--- config.mk ---
export PLATFORM = sky130hd
export DESIGN_NAME = demux_stream_flat
export DESIGN_NICKNAME = d
export VERILOG_FILES = /design/src/rtl/demux_stream_if.sv /design/src/rtl/demux_stream.sv /design/src/flat_wrapper.sv
export SDC_FILE = /design/constraint.sdc
export NUM_CORES = 1
export LEC_CHECK = 0
export ABC_AREA = 0
export BUFFER_PORTS_ARGS = -buffer_cell sky130_fd_sc_hd__buf_2
export CAP_MARGIN = 20
export CORE_MARGIN = 2
export CORE_UTILIZATION = 50
export CTS_BUF_LIST = sky130_fd_sc_hd__clkbuf_4 sky130_fd_sc_hd__clkbuf_8
export CTS_CLUSTER_SIZE = 20
export DETAILED_ROUTE_END_ITERATION = 16
export GPL_ROUTABILITY_DRIVEN = 0
export PLACE_DENSITY = 0.77
export SETUP_SLACK_MARGIN = 0.1
export SLEW_MARGIN = 20
export SYNTH_ARGS = -nofsm -noshare
export SYNTH_HDL_FRONTEND = slang
export SYNTH_SLANG_ARGS = --single-unit
--- constraint.sdc ---
create_clock -name clk -period 1.4 [get_ports clk]
set_input_delay 0.35 -clock clk [delete_from_list [all_inputs] [get_ports clk]]
set_output_delay 0.35 -clock clk [all_outputs]
set_load 0.02 [all_outputs]
--- src/rtl/demux_stream_if.sv ---
// Stream bundle for demux_stream: one tagged input stream and two output channels,
// each with a valid/ready handshake and a fill level.
interface demux_stream_if #(
    parameter int unsigned WIDTH = 4,
    parameter int unsigned DEPTH = 2
);
    localparam int unsigned LW = $clog2(DEPTH + 1);

    logic [WIDTH-1:0] in_data;
    logic             in_sel;
    logic             in_valid;
    logic             in_ready;

    logic [WIDTH-1:0] a_data;
    logic             a_valid;
    logic             a_ready;
    logic [LW-1:0]    a_level;

    logic [WIDTH-1:0] b_data;
    logic             b_valid;
    logic             b_ready;
    logic [LW-1:0]    b_level;

    modport slave (
        input  in_data, in_sel, in_valid, a_ready, b_ready,
        output in_ready, a_data, a_valid, a_level, b_data, b_valid, b_level
    );

    modport master (
        output in_data, in_sel, in_valid, a_ready, b_ready,
        input  in_ready, a_data, a_valid, a_level, b_data, b_valid, b_level
    );
endinterface

--- src/rtl/demux_stream.sv ---
// 1-to-2 stream demultiplexer: in_sel=1 steers a word to channel A, 0 to channel B.
// Each channel is a first-word-fall-through FIFO with its own valid/ready handshake.
module demux_stream #(
    parameter int unsigned WIDTH = 4,
    parameter int unsigned DEPTH = 2
) (
    input logic           clk,
    input logic           reset_n,
    demux_stream_if.slave bus
);
    localparam int unsigned   PW        = (DEPTH > 1) ? $clog2(DEPTH) : 1;
    localparam int unsigned   LW        = $clog2(DEPTH + 1);
    localparam logic [LW-1:0] FullLevel = LW'(DEPTH);

    // Channel index 0 is A, 1 is B.
    logic [1:0]       w_full;
    logic [1:0]       w_push;
    logic [1:0]       w_pop;
    logic [1:0]       w_out_ready;
    logic [WIDTH-1:0] w_head  [2];
    logic [LW-1:0]    w_level [2];
    logic             w_accept;

    assign w_out_ready = {bus.b_ready, bus.a_ready};

    // Fullness is taken before any same-cycle pop, so a full channel always refuses.
    assign bus.in_ready = bus.in_sel ? !w_full[0] : !w_full[1];
    assign w_accept     = bus.in_valid && bus.in_ready;
    assign w_push       = {w_accept && !bus.in_sel, w_accept && bus.in_sel};

    for (genvar c = 0; c < 2; c++) begin : g_ch
        logic [WIDTH-1:0] r_mem [DEPTH];
        logic [PW-1:0]    r_wptr;
        logic [PW-1:0]    r_rptr;
        logic [LW-1:0]    r_level;

        assign w_full[c] = (r_level == FullLevel);
        assign w_pop[c]  = (r_level != '0) && w_out_ready[c];

        always_ff @(posedge clk) begin
            if (!reset_n) begin
                r_mem   <= '{default: '0};
                r_wptr  <= '0;
                r_rptr  <= '0;
                r_level <= '0;
            end else begin
                if (w_push[c]) begin
                    r_mem[r_wptr] <= bus.in_data;
                    r_wptr        <= r_wptr + PW'(1);
                end
                if (w_pop[c]) begin
                    r_rptr <= r_rptr + PW'(1);
                end
                if (w_push[c] && !w_pop[c]) begin
                    r_level <= r_level + LW'(1);
                end else if (w_pop[c] && !w_push[c]) begin
                    r_level <= r_level - LW'(1);
                end
            end
        end

        // Empty channels present zero rather than stale storage.
        assign w_head[c]  = (r_level != '0) ? r_mem[r_rptr] : '0;
        assign w_level[c] = r_level;
    end

    assign bus.a_data  = w_head[0];
    assign bus.a_valid = (w_level[0] != '0);
    assign bus.a_level = w_level[0];
    assign bus.b_data  = w_head[1];
    assign bus.b_valid = (w_level[1] != '0);
    assign bus.b_level = w_level[1];
endmodule

--- src/flat_wrapper.sv ---
// flat-port wrapper written by rule: the top's interface ports become plain ports
module demux_stream_flat 
#(
    parameter int unsigned WIDTH = 4,
    parameter int unsigned DEPTH = 2
)
  (clk, reset_n, bus_in_data, bus_in_sel, bus_in_valid, bus_a_ready, bus_b_ready, bus_in_ready, bus_a_data, bus_a_valid, bus_a_level, bus_b_data, bus_b_valid, bus_b_level);
  demux_stream_if #(.WIDTH(WIDTH), .DEPTH(DEPTH)) bus_i ();
  input logic clk;
  input logic reset_n;
  input wire logic [$bits(bus_i.in_data)-1:0] bus_in_data;
  input wire logic [$bits(bus_i.in_sel)-1:0] bus_in_sel;
  input wire logic [$bits(bus_i.in_valid)-1:0] bus_in_valid;
  input wire logic [$bits(bus_i.a_ready)-1:0] bus_a_ready;
  input wire logic [$bits(bus_i.b_ready)-1:0] bus_b_ready;
  output wire logic [$bits(bus_i.in_ready)-1:0] bus_in_ready;
  output wire logic [$bits(bus_i.a_data)-1:0] bus_a_data;
  output wire logic [$bits(bus_i.a_valid)-1:0] bus_a_valid;
  output wire logic [$bits(bus_i.a_level)-1:0] bus_a_level;
  output wire logic [$bits(bus_i.b_data)-1:0] bus_b_data;
  output wire logic [$bits(bus_i.b_valid)-1:0] bus_b_valid;
  output wire logic [$bits(bus_i.b_level)-1:0] bus_b_level;
  assign bus_i.in_data = bus_in_data;
  assign bus_i.in_sel = bus_in_sel;
  assign bus_i.in_valid = bus_in_valid;
  assign bus_i.a_ready = bus_a_ready;
  assign bus_i.b_ready = bus_b_ready;
  assign bus_in_ready = bus_i.in_ready;
  assign bus_a_data = bus_i.a_data;
  assign bus_a_valid = bus_i.a_valid;
  assign bus_a_level = bus_i.a_level;
  assign bus_b_data = bus_i.b_data;
  assign bus_b_valid = bus_i.b_valid;
  assign bus_b_level = bus_i.b_level;
  demux_stream #(.WIDTH(WIDTH), .DEPTH(DEPTH)) u_core (.clk(clk), .reset_n(reset_n), .bus(bus_i));
endmodule
# [After elaboration in Yosys (flattened, before gate mapping)]
# Cells that the tools add are included.
[word_totals] mem_count=0 rom_bits=0 input_bits=10 mem_bits_rw=0 latch_bits=0 ff_bits=24
[classes] magnitude_cmp=6 n_reduce_logical=22 div=0 shift=0 eq_ne=2 add_sub_neg=8 n_mul=0 bitwise_logic=4 muxes=19
[ops] operator="two-way mux 4 bit" count=10
[ops] operator="bitwise mux 8 bit" count=2
[ops] operator="logical AND 1 bit" count=11
[ops] operator="demux 4 bit (select 1 bit)" count=2
[ops] operator="greater-or-equal comparator 2 bit (second input constant)" count=4
[ops] operator="two-way mux 2 bit" count=4
[ops] operator="inverter 1 -> 2 bit" count=4
[ops] operator="nonzero test 2 bit" count=4
[ops] operator="logical NOT 1 bit" count=7
[ops] operator="adder 1 bit (second input constant)" count=4
[ops] operator="adder 2 x 1 -> 2 bit (second input constant)" count=2
[ops] operator="equality test 2 bit (second input constant)" count=2
[ops] operator="less-than comparator 2 x 1 -> 1 bit (second input constant)" count=2
[ops] operator="subtractor 2 x 1 -> 2 bit (second input constant)" count=2
[ops] operator="two-way mux 1 bit" count=1

# [Longest topological paths before layout]
# Gate-level depths: netlist (run 1).
[depth] ltp_word=9 depth_mapped=6 depth_no_buf=6

# [Least setup slack after synthesis (run 1)]
# Ideal clock, no wire load.
[synth_path] path_type="register to register" startpoint="reg u_core.g_ch[0].r_level[1] (netlist: u_core.bus.a_level[1])" endpoint="reg u_core.g_ch[0].r_level[1] (netlist: u_core.bus.a_level[1])" synth_period_minus_slack_ps=1658 path_buffers=0 setup_slack_ps=-258 required_ps=1324 path_stages_with_launch=6 arrival_ps=1583 path_cell_list="dfxtp_1 nor2b_1 nor2_1 ha_1 or3_1 a21boi_0"
[synth_via] elab_chain_cells=8 elab_cells_between_ends=16
[synth_lines] item="start: declaration" line="demux_stream.sv:35" source="logic [LW-1:0] r_level;"
[synth_lines] item="start signal: assignment" line="demux_stream.sv:55" source="r_level <= r_level + LW'(1);"
[synth_lines] item="start signal: assignment" line="demux_stream.sv:57" source="r_level <= r_level - LW'(1);"
[synth_lines] item="equality test 2 bit (*)" line="demux_stream.sv:37" source="assign w_full[c] = (r_level == FullLevel);"
[synth_lines] item="logical NOT 1 bit (*)" line="demux_stream.sv:27" source="assign bus.in_ready = bus.in_sel ? !w_full[0] : !w_full[1];"
[synth_lines] item="two-way mux 1 bit (*)" line="demux_stream.sv:27"
[synth_lines] item="logical AND 1 bit (*)" line="demux_stream.sv:28" source="assign w_accept = bus.in_valid && bus.in_ready;"
[synth_lines] item="logical AND 1 bit (*)" line="demux_stream.sv:29" source="assign w_push = {w_accept && !bus.in_sel, w_accept && bus.in_sel};"
[synth_lines] item="net u_core.w_push[0]" line="demux_stream.sv:17" source="logic [1:0] w_push;"
[synth_lines] item="logical NOT 1 bit" line="demux_stream.sv:56" source="end else if (w_pop[c] && !w_push[c]) begin"
[synth_lines] item="logical AND 1 bit" line="demux_stream.sv:56"
[synth_lines] item="nonzero test 2 bit (no source line)"
# The timed path passes the listed nets; every way through them passes the cells marked *. The select of a mux whose other input is x is not followed.
# A chain may end at the register's enable or synchronous reset.

# [Worst setup path in the final report (run 1)]
[layout_path] startpoint="reg u_core.g_ch[0].r_level[1] (netlist: u_core.bus.a_level[1])" endpoint="out bus_in_ready"
[layout_via] elab_chain_cells=3
[layout_lines] item="equality test 2 bit" line="demux_stream.sv:37"
[layout_lines] item="logical NOT 1 bit" line="demux_stream.sv:27"
[layout_lines] item="two-way mux 1 bit" line="demux_stream.sv:27"
[layout_lines] item="end: declaration" line="flat_wrapper.sv:16" source="output wire logic [$bits(bus_i.in_ready)-1:0] bus_in_ready;"
# No other way between the ends.

==> summary.txt, run 1 <==
Die
  • Die width: 51.62 um
  • Core ar.: 2170 sq um
  • Io pins: 25
  • Row count: 17
  • Starting Density: 52.25%
  • DIE AREA: about 2700 sq um
  • Die H: 51.62 um

GRT
  • GR Overflow Total: 0
  • Initial antenna violation count: 0
  • Largest net degree at the start of global routing: 18
  • Total Routing Usage GR: between 15 and 20%
  • First-pass GRT wire length: roughly 3.6 mm
  • Vias in the first global route: 860

Min path
  • Min-Delay Path Class: primary input to flip-flop
  • Hold Startpoint: bus_in_data[2]

Yosys
  • Synth async-reset ratio: 0%
  • Post-synth top flop: dfxtp_1
  • Synth Net Count: 135
  • Top cell type's share of synthesized area: 42.38%
  • Count of state elements after synthesis: 24
  • Syn Std Cell Area: 1134 sq um
  • Count leader, synth: mux2i_1
  • Synth cell types: 21
  • Commonest cells post-synth: 25 x mux2i_1, 24 x dfxtp_1, 21 x nand2_1
  • Post-synth top area cell: dfxtp_1
  • Top cells by area, synth: dfxtp_1 42%, mux2i_1 22%, nand2_1 7.0%, nor2_1 4.0%, xnor2_1 3.1%
  • Post-Synthesis Cells: 123
  • Register area share after synthesis: between 40% and 50%
  • Post-synth EDFFs: 0
  • Syn Area/Cell: 9.216 sq um
  • Yosys warns: 0

Cells and area
  • P&R area growth vs syn: 50.66%
  • Number of fill cells in the layout: 141
  • Final nets: 182
  • # diodes: 0
  • Area of all placed cells without fillers: 1708 sq um
  • Fin cells: about 200
  • Ratio of cells with drive above 1 in the final layout: 44.97%
  • Final cell utilization of the core: 78.72%

Setup path
  • Critical path's top delay family: flip-flops
  • Critical path data required time: 1.05 ns
  • Worst reg2reg path startpoint: u_core.bus.b_level[1]
  • Max incr delay on CP: 0.38 ns
  • CP Launch Type: flip-flop
  • CP Class: flip-flop to output port
  • R2R setup slack: -0.05 ns
  • Setup crit end kind: output port
  • Slowest CP cell: dfxtp_4
  • CP startpoint: u_core.bus.a_level[1]
  • Buffers & Inverters on Critical Path: 2
  • Worst path cell trace: nor2b_4 > buf_6 > mux2i_1 > buf_4
  • Data arrival time of the critical path: 1.21 ns
  • Crit-path max FO: 5

STA
  • Achievable frequency: 641.6 MHz
  • Slew Limit Fails: 0
  • Worst-Margin Slew: 0.2993 ns
  • RSZ-0062 raised after global routing: yes
  • Final hold vios: 0
  • Final worst slack: -0.1585 ns
  • Max-slew headroom: 80.05%
  • Final Cycle Share: 111.3%
  • Clock skew: around 0.0016 ns
  • Final Setup Violations: 14
  • Tmin final: roughly 1.6 ns

Power
  • Clk network pwr share: between 10% and 20%
  • Switching power: about 1.2 mW
  • Power per Cell Area: 1807 nW/um^2
  • Comb power frac: between 50% and 60%
  • Leak: 0.7566 nW
  • Cell Int Power: 1.935 mW
  • Total Power: just over 3 mW
  • Maximum VDD drop: roughly 1200 uV
  • Sw frac: between 30% and 40%
  • Flop pwr share: 34.0%

Clock network
  • CTS tree: done
  • Sink Count: 24
  • Root buffer cell: clkbuf_4
  • H-tree levels: 1
  • TritonCTS Buffers: 3
  • Clk_lat worst skew: 0.31 ns
  • Worst-path clk slew: around 0.13 ns
  • Clock buffer depth: 2

Route
  • Final ANT Viol Nets: 0
  • Number of remaining DRC errors: 0
  • First drt pass iteration count: 4
  • Iteration-0 DRC Markers: 5
  • Vias/cell: roughly 4.9
  • Wire length per cell: about 12 um
  • Wirelength, routed: 2.457 mm
  • Via count: approximately 960

Place
  • Hpwl dp: 1.555 mm
  • Area after DPL: 1400 sq um
  • Number of port buffers: 24
  • Placed instance count: roughly 180

Outcome
  • Failing checks: negative setup slack
  • Outcome: finished, violations left

Job
  • Max-cap check violation count: 0
[cell families after synthesis]
family	share of synthesized area (%)
fa+ha+maj	2.207
compound gates	5.739
xor+xnor	4.636
flops	42.38
simple gates	20.20
mux	22.08
buf+inv	2.759
[routing by layer]
layer,global-route usage [%],vias to the layer above,share of wire (%)
met5,0,-,0
met4,3.947,0,0.61
met3,1.724,2,2.5
met2,30.13,15,51
met1,23.96,439,45
li1,-,503,-
[power groups by stage]
stage	clock [mW]	sequential, mW	combinational (mW)
CTS	0.323	1.02	1.46
floorplan	0	1.02	0.700
global placement	0	1.02	1.09
global route	0.377	1.07	1.82
detailed placement	0	1.03	1.12
finish	0.333	1.05	1.70
[final timing paths]
kind,endpoint,depth (start not counted)
worst max register to register,u_core.bus.b_level[1],5
worst min-delay path,u_core.g_ch[1].r_mem[2],3
worst min register to register,u_core.g_ch[1].r_mem[7],2
worst max-delay path,bus_in_ready,4
[layout make-up]
cell class                 instances  area (sq um)  area share [%]
multi-input combinational         91         743.2           43.52
inverter                           2         7.507          0.4396
tap                               28         35.03           2.051
clock buffer                       4         30.03           1.758
sequential                        24         503.0           29.45
timing repair buffer              48         389.1           22.78
[cell usage in the layout (no fill, tap or decap), types with 2 or more instances in the layout]
cell,n
buf_6,13
nand2_1,21
xnor2_1,3
mux2i_4,3
nor2_4,3
o21a_1,3
and2_1,5
nand2b_1,2
clkbuf_4,4
nor2b_4,2
dfxtp_4,6
dfxtp_1,18
o21ai_0,2
or3_1,2
mux2i_1,21
buf_4,21
a21boi_1,2
nor2_2,2
nor2_1,7
xor2_1,2
buf_2,13
[stage by stage]
stage	setup WS (ns)	TNS, ns	hold WS, ns
after detailed placement	-0.1635	-0.6140	0.4483
final	-0.1585	-1.274	0.3728
after global routing	-0.2085	-2.489	0.3587
after global placement	-0.1151	-0.4698	0.4438
after floorplan	-0.04682	-0.08131	0.4341
after CTS	-0.1458	-1.125	0.3832
[flip-flops by register name, summed over array words and instances, names as in the netlist]
| signal | cells |
|---|---|
| u_core.bus.a_level | 2 |
| u_core.bus.b_level | 2 |
| u_core.g_ch.r_mem | 16 |
| u_core.g_ch.r_rptr | 2 |
| u_core.g_ch.r_wptr | 2 |
[worst reg2reg max path, delay by kind of cell, from the launching register on]
kind,cells,cell delay (ns)
AND/OR/NAND/NOR,3,0.63
flip-flops,1,0.38
adder cells (fa/ha/maj),1,0.23
AO/OA/AOI/OAI,1,0.14
[what timing repair did]
action / in CTS / in global routing
setup endpoints to repair: 18 / 24
pin swaps: 7 / 9
hold buffers: 0 / 0
setup buffers: 6 / 5
resized for setup: 33 / 18
No activity file was read; power rests on OpenSTA's default activity.
==> run 2, diff against run 1 <==
--- a/config.mk
+++ b/config.mk
@@ -14,7 +14,7 @@
 export CTS_CLUSTER_SIZE = 20
 export DETAILED_ROUTE_END_ITERATION = 16
 export GPL_ROUTABILITY_DRIVEN = 0
-export PLACE_DENSITY = 0.77
+export PLACE_DENSITY = 0.87
 export SETUP_SLACK_MARGIN = 0.1
 export SLEW_MARGIN = 20
 export SYNTH_ARGS = -nofsm -noshare
==> run 2 against run 1 <==
The flow still finishes with violations (negative setup slack). Count of clock-buffer cells in the layout fell by 1. Power grew 8.8%. Setup slack worse by 0.0099 ns. Register-to-register slack got worse by 0.08 ns. Core utilization is 2.3 points higher. Design area increased by 2.9%. First-iteration DRC count is 80% higher. Critical path depth is the same. Cell count decreased by 1.5%.
==> summary.txt, run 2 (synthesis gave the netlist of run 1 again) <==
Outcome
  • Outcome: finished, violations left
  • Failing checks: negative setup slack

Setup path
  • Setup crit end kind: output port
  • Data arrival time of the critical path: 1.22 ns (about the same)
  • Max incr delay on CP: 0.38 ns (about the same)
  • Slowest CP cell: dfxtp_4
  • CP Class: flip-flop to output port
  • CP Launch Type: flip-flop
  • Worst path cell trace: buf_12 > nor2_4 > nor2_1 > buf_4
  • Crit-path max FO: 5 (unchanged)
  • Critical path data required time: 1.05 ns (about the same)

Die
  • Die width: 51.62 um (unchanged)
  • DIE AREA: 2664 sq um (unchanged)
  • Row count: 17 (unchanged)
  • Core ar.: 2170 sq um (unchanged)
  • Starting Density: 52.25% (unchanged)
  • Die H: 51.62 um (unchanged)
  • Io pins: 25 (unchanged)

Clock network
  • H-tree levels: 1 (unchanged)
  • Clock buffer depth: 2 (unchanged)
  • Root buffer cell: clkbuf_4
  • Worst-path clk slew: 0.13 ns (about the same)
  • Hold-fix buffers, CTS: 0 (unchanged)
  • Sink Count: 24 (unchanged)
  • TritonCTS Buffers: 3 (unchanged)
  • CTS tree: done
  • Clk_lat worst skew: 0.32 ns (about the same)

STA
  • Final Setup Violations: 18 (+4)
  • Final Hold Slack: 0.3586 ns (-0.01414 ns)
  • Clock skew: 0.004835 ns (+0.003239 ns)
  • Worst-Margin Slew: 0.3109 ns (+0.01165 ns)
  • Achievable frequency: 637.6 MHz (-0.63%)
  • Final worst slack: -0.1684 ns (-0.009871 ns)
  • Setup TNS: -1.996 ns (-0.7216 ns)
  • Tmin final: 1.568 ns (+0.009871 ns)
  • Final hold vios: 0 (unchanged)
  • RSZ-0062 raised after global routing: yes
  • Max-slew headroom: 79.27% (-0.78 points)
  • Final Cycle Share: 112.0% (+0.71 points)
  • Slew Limit Fails: 0 (unchanged)

Power
  • Power per Cell Area: 1910 nW/um^2 (+5.7%)
  • Clk network pwr share: 15.0% (+4.2 points)
  • Comb power frac: 53.3% (-1.9 points)
  • Cell Int Power: 2.136 mW (+10%)
  • Switching power: 1.223 mW (+6.2%)
  • Maximum VDD drop: 1571 uV (+35%)
  • Leak: 0.7499 nW (-0.88%)
  • Sw frac: 36.41% (-0.90 points)
  • Total Power: 3.358 mW (+8.8%)
  • Flop pwr share: 31.7% (-2.3 points)

Place
  • Hpwl dp: 1.674 mm (+7.7%)
  • Area after DPL: 1393 sq um (-0.54%)
  • Placed instance count: 181 (-0.55%)
  • Pre-CTS WS: -0.1510 ns (+0.01246 ns)
  • Number of port buffers: 24 (unchanged)

Cells and area
  • Largest register FFs: 16 (unchanged)
  • Fin cells: 194 (-1.5%)
  • Ratio of cells with drive above 1 in the final layout: 48.80% (+3.8 points)
  • P&R area growth vs syn: 55.08%
  • # diodes: 0 (unchanged)
  • Final nets: 179 (-1.6%)
  • Sequential Area: 503.0 sq um (unchanged)
  • Most frequent cells in the layout: 21 x nand2_1, 21 x mux2i_1, 18 x dfxtp_1
  • Area of all placed cells without fillers: 1758 sq um (+2.9%)
  • Final cell utilization of the core: 81.03% (+2.3 points)
  • Number of fill cells in the layout: 136 (-3.5%)
  • Reg with most FFs: u_core.g_ch.r_mem
  • Footprint of the multi-input gates: 754.5 sq um (+1.5%)

Route
  • Wire length per cell: 13.79 um (+11%)
  • First drt pass iteration count: 4 (unchanged)
  • Number of remaining DRC errors: 0 (unchanged)
  • Iteration-0 DRC Markers: 9 (+4)
  • Final ANT Viol Nets: 0 (unchanged)
  • Vias/cell: 5.103 (+4.8%)
  • Wirelength, routed: 2.676 mm (+8.9%)
  • Via count: 990 (+3.2%)

Min path
  • Min-Delay Path Class: primary input to flip-flop

Job
  • Max-cap check violation count: 0 (unchanged)

GRT
  • First-pass GRT wire length: 4.436 mm (+23%)
  • GR Overflow Total: 0 (unchanged)
  • Initial antenna violation count: 0 (unchanged)
  • Total Routing Usage GR: 22.17% (+4.6 points)
  • Largest net degree at the start of global routing: 18 (unchanged)
  • Vias in the first global route: 1012 (+18%)
run 2: changes by cell type in the layout (fill, tap and decap cells not counted), sizes merged:
cell    change
clkbuf      -1
buf         -3
bufinv      +1
run 2: worst paths after layout:
check / cells past startpoint / start / end / slack (ns)
setup / recovery: 4 / u_core.bus.b_level[1] / bus_b_data[3] / -0.17
hold / removal: 3 / bus_in_data[0] / u_core.g_ch[0].r_mem[0] / 0.36
setup reg to reg: 5 / u_core.bus.a_level[1] / u_core.bus.a_level[1] / -0.13
hold reg to reg: 2 / u_core.g_ch[0].r_mem[6] / u_core.g_ch[0].r_mem[6] / 0.47
run 2: critical path, delay by kind of cell, from the launching register on:
kind | cells | cell delay, ns
DFF | 1 | 0.38
and+or+nand+nor | 2 | 0.24
buffers and inverters | 2 | 0.27
run 2: timing repair:
item	CTS	global route
setup endpoints to repair	19	34
setup buffers	9	1
endpoints found under the hold margin	0	0
pin swaps	3	8
gates resized for setup	45	23
run 2: power by group through the flow:
stage / Clock (mW) / Sequential (mW) / Combinational [mW]
final: 0.503 / 1.06 / 1.79
after global routing: 0.533 / 1.08 / 1.93
after CTS: 0.510 / 1.05 / 1.62
after detailed placement: 0 / 1.02 / 1.11
after global placement: 0 / 1.00 / 1.09
after floorplan: 0 / 1.02 / 0.700
run 2: final cells by class:
type	instances	area share (%)
flip-flops and latches	24	28.61
inverters	2	0.4270
clock buffers	3	1.281
repair buffers	45	23.06
well taps	28	1.993
clock inverters	1	1.708
multi-input cells	91	42.92
run 2: per-layer routing:
layer | GRT usage, % | routed length [um]
met1 | 27.95 | 1224
met4 | 10.53 | 42
met5 | 0 | 0
met2 | 37.61 | 1307
met3 | 2.586 | 101
==> run 3, diff against run 2 <==
--- a/config.mk
+++ b/config.mk
@@ -20,3 +20,4 @@
 export SYNTH_ARGS = -nofsm -noshare
 export SYNTH_HDL_FRONTEND = slang
 export SYNTH_SLANG_ARGS = --single-unit
+export TNS_END_PERCENT = 20
==> run 3 against run 2 <==
The flow still finishes with violations (negative setup slack). Design area decreased by 11%. Critical path depth unchanged. Sequential share of layout area increased by 3.7 points. Sequential power decreased by 4%. Clock power decreased by 35%. First-iteration DRC count increased by 56%. Register-to-register slack improved by 0.07 ns. Largest power group unchanged. Core utilization decreased by 9.2 points.
==> summary.txt, run 3 (synthesis gave the netlist of run 1 again) <==
Job
  • Max-cap check violation count: 0 (unchanged)

Setup path
  • Data arrival time of the critical path: 1.21 ns (about the same)
  • Crit-path max FO: 4 (-1)
  • Max incr delay on CP: 0.38 ns (about the same)
  • R2R setup slack: -0.06 ns (+0.07 ns)
  • Setup crit end kind: output port
  • R2R cell count: 5 (unchanged)
  • Slowest CP cell: dfxtp_4
  • Worst path cell trace: nor2b_4 > buf_6 > mux2i_1 > buf_4
  • CP Launch Type: flip-flop
  • CP Class: flip-flop to output port
  • Critical path data required time: 1.05 ns (about the same)

Clock network
  • H-tree levels: 1 (unchanged)
  • Clk_lat worst skew: 0.31 ns (about the same)
  • Clock buffer depth: 2 (unchanged)
  • TritonCTS Buffers: 3 (unchanged)
  • CTS tree: done
  • Sink Count: 24 (unchanged)
  • Root buffer cell: clkbuf_4
  • Worst-path clk slew: 0.13 ns (about the same)

Route
  • Via count: 980 (-1.0%)
  • Final ANT Viol Nets: 0 (unchanged)
  • Met3 Routed Length: 77 um (-24%)
  • First drt pass iteration count: 4 (unchanged)
  • Top sig layer: met4
  • Wirelength, routed: 2.493 mm (-6.8%)
  • Number of remaining DRC errors: 0 (unchanged)
  • Iteration-0 DRC Markers: 14 (+5)
  • Vias/cell: 5.158 (+1.1%)
  • Metal2 WL: 1.300 mm (-0.54%)
  • M1 wire length: 1.097 mm (-10%)
  • Wire length per cell: 13.12 um (-4.9%)

GRT
  • Vias in the first global route: 958 (-5.3%)
  • Largest net degree at the start of global routing: 20 (+2)
  • GR Overflow Total: 0 (unchanged)
  • First-pass GRT wire length: 4.098 mm (-7.6%)
  • Initial antenna violation count: 0 (unchanged)
  • Total Routing Usage GR: 20.65% (-1.5 points)

STA
  • Tmin final: 1.555 ns (-0.01309 ns)
  • Worst-Margin Slew: 0.3153 ns (+0.004378 ns)
  • Clock skew: 0.01028 ns (+0.005447 ns)
  • Final Cycle Share: 111.1% (-0.93 points)
  • Setup TNS: -1.131 ns (+0.8648 ns)
  • RSZ-0062 raised after global routing: yes
  • Final worst slack: -0.1553 ns (+0.01309 ns)
  • Final hold vios: 0 (unchanged)
  • Slew Limit Fails: 0 (unchanged)
  • Achievable frequency: 643.0 MHz (+0.84%)
  • Max-slew headroom: 78.98% (-0.29 points)
  • Final Setup Violations: 14 (-4)

Cells and area
  • # diodes: 0 (unchanged)
  • Final nets: 175 (-2.2%)
  • Reg with most FFs: u_core.g_ch.r_mem
  • Largest register FFs: 16 (unchanged)
  • Number of fill cells in the layout: 170 (+25%)
  • Ratio of cells with drive above 1 in the final layout: 38.89% (-9.9 points)
  • Fin cells: 190 (-2.1%)
  • P&R area growth vs syn: 37.42%
  • Most common cell after layout, fill and taps aside: mux2i_1
  • Most frequent cells in the layout: 24 x mux2i_1, 21 x nand2_1, 20 x buf_4

Outcome
  • Failing checks: negative setup slack
  • Outcome: finished, violations left

Die
  • Row count: 17 (unchanged)
  • Core ar.: 2170 sq um (unchanged)
  • Io pins: 25 (unchanged)
  • Die H: 51.62 um (unchanged)
  • Starting Density: 52.25% (unchanged)
  • Die width: 51.62 um (unchanged)
  • DIE AREA: 2664 sq um (unchanged)

Place
  • Number of port buffers: 24 (unchanged)
  • Placed instance count: 181 (unchanged)
  • Hpwl dp: 1.766 mm (+5.5%)

Power
  • Power per Cell Area: 1767 nW/um^2 (-7.5%)
  • Leak: 0.7013 nW (-6.5%)
  • Maximum VDD drop: 1112 uV (-29%)
  • Total Power: 2.752 mW (-18%)

Min path
  • Worst hold stages: 3 (unchanged)
  • Min-Delay Path Class: primary input to flip-flop
## run 3: cell types whose count changed in the layout (fill, tap and decap cells not counted), moves of 2 or more
cell and delta:
buf_6 -11, nor2_1 +8, buf_2 +6, nor2_4 -5
buf_4 +4, mux2i_1 +3, nor2_2 -3, buf_12 -2
inv_1 +2, inv_2 -2, mux2i_4 -2
## run 3: area by class of cell
| class | count | area [sq um] | share of cell area (%) |
|---|---|---|---|
| Clock buffer | 4 | 30.03 | 1.928 |
| Inverter | 2 | 7.507 | 0.4819 |
| Tap cell | 28 | 35.03 | 2.249 |
| Multi-Input combinational cell | 91 | 695.7 | 44.66 |
| Sequential cell | 24 | 503.0 | 32.29 |
| Timing Repair Buffer | 41 | 286.5 | 18.39 |
## run 3: path summary, 6_finish.rpt
path	from	to
worst max-delay path	u_core.bus.a_level[1]	bus_in_ready
worst min-delay path	bus_in_data[3]	u_core.g_ch[0].r_mem[7]
worst max register to register	u_core.bus.b_level[1]	u_core.bus.b_level[1]
worst min register to register	u_core.g_ch[1].r_mem[4]	u_core.g_ch[1].r_mem[4]
## run 3: what timing repair did
action                     CTS  global route
setup endpoints to repair   18            28
setup buffers                5             0
pin swaps                    2             2
hold buffers                 0             0
resized for setup           18            10
## run 3: critical path, delay by kind of cell, from the launching register on
family / cells / cell delay, ns
flops: 1 / 0.38
buf+inv: 2 / 0.26
mux: 1 / 0.13
simple gates: 1 / 0.12
## run 3: routing by layer
metal | track usage [%] | up-vias
met2 | 37.39 | 21
met5 | 0 | -
met1 | 24.64 | 470
li1 | - | 487
met3 | 1.724 | 2
met4 | 9.211 | 0
## run 3: stage by stage
step	cell area (sq um)	utilization (%)	hold slack, ns	setup WS [ns]
6_report	1558	71.80	0.3628	-0.1553
5_1_grt	1558	71.80	0.3795	-0.2324
2_1_floorplan	1159	-	0.4341	-0.04682
3_3_place_gp	1380	63.61	0.4433	-0.1201
3_5_place_dp	1380	63.61	0.4503	-0.1510
4_1_cts	1511	69.67	0.3634	-0.1709
## run 3: power by group
part | internal, mW | leakage (nW) | switching (mW)
clock | 0.130 | 0.0184 | 0.196
sequential | 0.849 | 0.200 | 0.171
combinational | 0.735 | 0.483 | 0.670
total | 1.71 | 0.701 | 1.04
